===== src/rtl/fdivsqrt_ctrl.sv =====
// rtl/fdivsqrt_ctrl.sv - divide/sqrt iteration sequencer with early termination and result hold
module fdivsqrt_ctrl #(
    parameter int DIVB   = 59,
    parameter int DURLEN = 5
) (
    input  logic              clk,
    input  logic              reset,
    input  logic              ValidE,
    input  logic              SpecialCaseE,
    input  logic              FlushE,
    input  logic [DURLEN-1:0] IterCountE,
    input  logic [DIVB+3:0]   FirstWS,
    input  logic [DIVB+3:0]   FirstWC,
    input  logic [DIVB:0]     FirstU,
    input  logic [DIVB:0]     FirstUM,
    input  logic              ResultAckE,
    output logic              IFDivStartE,
    output logic              FDivBusyE,
    output logic              StallE,
    output logic              DoneE,
    output logic [DIVB:0]     QmE,
    output logic              NegRemE,
    output logic              StickyE
);

    localparam logic [1:0] S_IDLE = 2'd0;
    localparam logic [1:0] S_BUSY = 2'd1;
    localparam logic [1:0] S_DONE = 2'd2;

    localparam logic [DURLEN-1:0] COUNT_ONE = {{(DURLEN-1){1'b0}}, 1'b1};

    logic [1:0]        state_q, state_d;
    logic [DURLEN-1:0] count_q, count_d;
    logic [DIVB:0]     qm_q, qm_d;
    logic              neg_rem_q, neg_rem_d;
    logic              sticky_q, sticky_d;

    logic [DIVB+3:0]   w_sum;
    logic              w_zero;
    logic              w_neg;
    logic              count_zero;
    logic              start;
    logic              busy;

    // Carry-save residual resolved to a single value; wraps modulo the residual width.
    assign w_sum      = FirstWS + FirstWC;
    assign w_zero     = (w_sum == '0);
    assign w_neg      = w_sum[DIVB+3];
    assign count_zero = (count_q == '0);

    always_comb begin
        state_d   = state_q;
        count_d   = count_q;
        qm_d      = qm_q;
        neg_rem_d = neg_rem_q;
        sticky_d  = sticky_q;
        start     = 1'b0;
        busy      = 1'b0;

        if (FlushE) begin
            state_d = S_IDLE;
        end else begin
            case (state_q)
                S_IDLE: begin
                    if (ValidE) begin
                        if (SpecialCaseE) begin
                            qm_d      = '0;
                            neg_rem_d = 1'b0;
                            sticky_d  = 1'b0;
                            state_d   = S_DONE;
                        end else begin
                            start   = 1'b1;
                            busy    = 1'b1;
                            count_d = IterCountE;
                            state_d = S_BUSY;
                        end
                    end
                end
                S_BUSY: begin
                    if (!count_zero && !w_zero) begin
                        busy    = 1'b1;
                        count_d = count_q - COUNT_ONE;
                    end else if (!count_zero) begin
                        // Exact zero residual: U is already the exact result.
                        qm_d      = FirstU;
                        neg_rem_d = 1'b0;
                        sticky_d  = 1'b0;
                        state_d   = S_DONE;
                    end else begin
                        qm_d      = w_neg ? FirstUM : FirstU;
                        neg_rem_d = w_neg;
                        sticky_d  = ~w_zero;
                        state_d   = S_DONE;
                    end
                end
                S_DONE: begin
                    if (ResultAckE) state_d = S_IDLE;
                end
                default: state_d = S_IDLE;
            endcase
        end
    end

    always_ff @(posedge clk) begin
        if (reset) begin
            state_q   <= S_IDLE;
            count_q   <= '0;
            qm_q      <= '0;
            neg_rem_q <= 1'b0;
            sticky_q  <= 1'b0;
        end else begin
            state_q   <= state_d;
            count_q   <= count_d;
            qm_q      <= qm_d;
            neg_rem_q <= neg_rem_d;
            sticky_q  <= sticky_d;
        end
    end

    assign IFDivStartE = start;
    assign FDivBusyE   = busy;
    assign StallE      = (state_q != S_IDLE);
    assign DoneE       = (state_q == S_DONE);
    assign QmE         = qm_q;
    assign NegRemE     = neg_rem_q;
    assign StickyE     = sticky_q;

endmodule


===== config.mk =====
export PLATFORM = sky130hd
export DESIGN_NAME = fdivsqrt_ctrl
export DESIGN_NICKNAME = d
export VERILOG_FILES = /design/src/rtl/fdivsqrt_ctrl.sv
export SDC_FILE = /design/constraint.sdc
export NUM_CORES = 1
export LEC_CHECK = 0
export ABC_AREA = 0
export BUFFER_PORTS_ARGS = -buffer_cell sky130_fd_sc_hd__buf_2
export CAP_MARGIN = 40
export CORE_MARGIN = 10
export CORE_UTILIZATION = 51
export DETAILED_ROUTE_END_ITERATION = 6
export PLACE_DENSITY = 0.92
export SYNTH_ARGS = -nofsm -noshare
export SYNTH_HDL_FRONTEND = slang
export SYNTH_SLANG_ARGS = --single-unit

===== constraint.sdc =====
create_clock -name clk -period 5.7 [get_ports clk]
set_input_delay 0.855 -clock clk [delete_from_list [all_inputs] [get_ports clk]]
set_output_delay 0.855 -clock clk [all_outputs]
set_load 0.02 [all_outputs]

**Yosys cells after proc, flatten, opt, wreduce, memory -nomap -nowiden**

Index checks and enable logic that the tools add are counted.

- ROM bits: 0
- Input port bits: 257
- Latch bits: 0
- Memories kept: 0
- Output and inout bits: 66
- Memory bits (writable): 0
- Logic and storage cells: 59
- Register bits: 69

- Multiply operators: 0
- Shift operators: 0
- Eq/ne operators: 8
- Reductions and logical operators: 12
- Muxes and demuxes: 30
- Add/subtract/negate cells: 2
- Order comparisons: 0
- Divide/modulo/power cells: 0
- Bitwise gates (word level): 2

Operators by type and width:

| kind | count |
|---|---|
| two-way mux 60 bit | 5 |
| case mux 60 bit (2 select lines) | 1 |
| adder 63 bit | 1 |
| logical NOT 63 bit | 1 |
| two-way mux 5 bit | 3 |
| two-way mux 1 bit | 12 |
| inequality test 2 bit, second input constant | 6 |
| case mux 5 bit (2 select lines) | 1 |
| AND reduction 5 bit | 2 |
| two-way mux 2 bit | 4 |
| case mux 1 bit (2 select lines) | 3 |
| case mux 2 bit (3 select lines) | 1 |
| logical NOT 5 bit | 1 |
| subtractor 5 x 1 -> 5 bit, second input constant | 1 |
| nonzero test 2 bit | 2 |
| AND reduction 3 bit | 1 |
| == test 2 x 1 -> 1 bit, second input constant | 1 |
| == test 2 bit, second input constant | 1 |
| logical NOT 1 bit | 2 |
| logical NOT 2 bit | 1 |
| NOT 1 bit | 2 |
| OR reduction 2 bit | 1 |
| logical AND 1 bit | 1 |

**Longest topological paths before layout**

- Depth in word-level cells: 7
- Depth in mapped cells: 16
- Gate-level depth less buffers: 14

**Least setup slack after synthesis**

Ideal clock, no wire load.

- Path type: input port to output port
- Start point: input port FirstWS[0]
- End point: output port FDivBusyE
- Arrival time: 4246 ps
- Data required time: 4845 ps
- Buffers on the path: 0
- Setup slack: 599 ps
- Stages on the path: 14
- Cell sequence: ha_1 fa_1 nand3_1 nand2_1 a21oi_1 o211ai_2 and3_1 mux2_2 or4_1 or4_4 nor4_4 nand4_1 nand2_1 nor2_1

- Word-level cells in the longest chain between the ends: 7

Ends and longest elaborated chain:

| what | line | RTL |
|---|---|---|
| start: declaration | 12 | `input logic [DIVB+3:0] FirstWS,` |
| adder 63 bit | 46 | `assign w_sum = FirstWS + FirstWC;` |
| logical NOT 63 bit | 47 | `assign w_zero = (w_sum == '0);` |
| logical NOT 1 bit | 80 | `if (!count_zero && !w_zero) begin` |
| logical AND 1 bit | 80 |  |
| two-way mux 1 bit | 80 |  |
| case mux 1 bit (2 select lines) | 63 | `case (state_q)` |
| two-way mux 1 bit | 60 | `if (FlushE) begin` |
| end: declaration | 18 | `output logic FDivBusyE,` |

Every way passes these cells.

**Worst setup path in the final report**

- Start point: input port FirstWS[15]
- End point: output port FDivBusyE

Same word-level chain as after synthesis.

==> flow_metrics.tcl <==
set metrics [dict create \
    status "finished clean" \
    critPathSlowestCell "or4_1" \
    slowest_delay_ns 0.58 \
    ys_seq_area_share_pct 16.2 \
    synth-edff-count 0 \
    critical_path.most_common_cell "buf_2" \
    clk_pin_slew_ns 0.05 \
    p_leak_nw 4.96 \
    finalCritPeriodShare_pct 98.1 \
    synth_area_sq_um 8510 \
    fmax_ghz 0.179 \
    port_buffers 322 \
    final_common_cell "buf_2" \
    ys_ff_latch 69 \
    yosysTopAreaCellShare_pct 16.2 \
    finalWeightedCongestion 1.07 \
    vdd_drop_max_mv 0.167 \
    viasPerCell 6.40 \
    synthArstFlopShare_pct 0 \
    ios 323 \
    tightest_slew_ns 0.807 \
    slew_violations 0 \
    num_antenna_cells 0 \
    arrival_ns 4.74 \
    ys.flop_type "dfxtp_1" \
    rows 47 \
    syn_nets 1470 \
    required_ns 4.85 \
    grt_pass1_vias 10700 \
    drv_cap 0 \
    period_needed_ns 5.59 \
    track_usage_pct 33.3 \
    drc 0 \
    core_sq_um 16500 \
    cp-end-kind "primary output" \
    synth_warnings 0 \
    setup_viol 0 \
    path_max_fanout 9 \
    drt-total-wl_um 39600 \
    fin_util_pct 66.3 \
    antenna_found_initial 0 \
    hold_viol 0 \
    layout_common_cells "buf_2, a21oi_1, nand2_1" \
    die_h_um 149 \
    grt_max_degree 71 \
    tns_ns 0 \
    dp_hpwl_um 33200 \
    ys_types 83 \
    clk_path_buf_depth 2 \
    stdcell_count 1711 \
    cts_buffers 9 \
    areaGrowthSynthToFinish_pct 28.3 \
    cts.sinks 69 \
    crit_chain "buf_2 -> ha_1 -> a21oi_1 -> o21ai_0 -> a221oi_2 -> o211ai_2 -> and3_1 -> mux2_2 -> or4_1 -> or4_4 -> nor4_4 -> nand4_1 -> nand2_1 -> nor2_1 -> buf_2" \
    cts_tree "done" \
    slew_headroom_pct 46.2 \
    ys_top_cells_by_area "dfxtp_1, ha_1, mux2i_1" \
    worstSetupPathType "in2out" \
    layout.nets 1808 \
    dp.cells 1694 \
    syn_area_per_cell_sq_um 7.41 \
    insertion_delay_ns 0.33 \
    p_per_area_nw_per_um2 192 \
    vias 11000 \
    hold_path.class "reg2reg" \
    grt_pass1_wl_um 59900 \
    total_power_mw 2.09 \
    postSynthCellCount 1148 \
    dieArea_sq_um 22200 \
    skew_ns 0.00714 \
    overflow 0 \
    dr.first_iter.drc_count 1232 \
    synth_area_leader_cell "dfxtp_1" \
    drive_gt1_share_pct 31.0 \
    dr.pass1.iters 6 \
    die_width_um 149 \
    wl_per_cell_um 23.1 \
    antenna_left 0 \
    start_util_pct 51.7 \
    critical_path.startpoint_type "input port" \
    htree_num_levels 3 \
    clockRootBuffer "clkbuf_16" \
]
==> per-stage QoR <==
stage	worst slack [ns]	cell area, sq um	hold WS (ns)
6_report	0.106	10900	0.472
3_5_place_dp	0.0619	10600	0.461
4_1_cts	0.0439	10900	0.470
5_1_grt	-0.0138	10900	0.490
2_1_floorplan	0.599	8510	0.477
3_3_place_gp	0.0567	10600	0.457
==> state kept, by name, summed over array words and instances, names as in the netlist <==
signal,count
QmE,60
count_q,5
state_q,2
NegRemE,1
StickyE,1
==> power breakdown <==
group	internal, mW	total, mW	switching [mW]	leakage [nW]
logic	0.416	1.03	0.618	4.26
registers	0.491	0.496	0.00573	0.557
clock network	0.351	0.562	0.211	0.142
==> layer usage <==
| layer | GRT usage (%) | wire [um] |
|---|---|---|
| met3 | 5.79 | 3460 |
| met5 | 0 | 0 |
| met4 | 12.9 | 1740 |
| met1 | 40.4 | 15300 |
| met2 | 57.2 | 19100 |
==> final timing paths <==
check / start / endpoint / slack, ns / cells after the start
worst max register to register: count_q[0]$_SDFFE_PP0P_ / QmE[30]$_SDFFE_PP0P_ / 3.60 / 7
worst min-delay path: QmE[39]$_SDFFE_PP0P_ / QmE[39]$_SDFFE_PP0P_ / 0.47 / 2
worst min register to register: QmE[39]$_SDFFE_PP0P_ / QmE[39]$_SDFFE_PP0P_ / 0.47 / 2
worst max-delay path: FirstWS[15] / FDivBusyE / 0.11 / 15
==> cell usage after synthesis (15+ instances only) <==
cell	count
a21oi_1	111
nand2_1	102
inv_1	84
nor2_1	81
dfxtp_1	69
mux2i_1	65
ha_1	64
o21ai_0	63
o32ai_1	52
nand4_1	51
nor3_1	32
a21o_1	28
clkbuf_1	26
nand3_1	19
buf_2	18
o211ai_1	18
xnor2_1	15
==> timing repair <==
action                                  in CTS  in global routing
endpoints found under the setup margin       0                  1
setup buffers                                0                  1
hold buffers                                 0                  0
resized for setup                            0                 12
==> kinds of logic (layout without fill, tap and decap cells) <==
group                      count (synthesis)  after routing  synth area share, %
AOI/OAI and AO/OA                        399            399                 32.8
xor gates and xnor gates                  23             23                 2.37
adders and majority gates                 65             65                 9.65
buffers and inverters                    153            496                 8.66
DFF                                       69             69                 16.2
muxes                                     67             67                 7.91
and+or+nand+nor                          372            372                 22.3
==> critical path, delay by kind of cell <==
kind | cells | cell delay [ns]
and+or+nand+nor | 7 | 1.87
adders and majority gates | 1 | 0.41
buffers and inverters | 2 | 0.27
AOI/OAI and AO/OA | 4 | 1.07
muxes | 1 | 0.25
==> layout make-up <==
type	instances	area, sq um
flip-flops and latches	69	1380
inverters	84	315
clock inverters	5	58.8
multi-input cells	926	6420
clock buffers	11	243
repair buffers	396	2220
well taps	220	275
fillers	1413	5550
No activity file was read; power rests on OpenSTA's default activity.
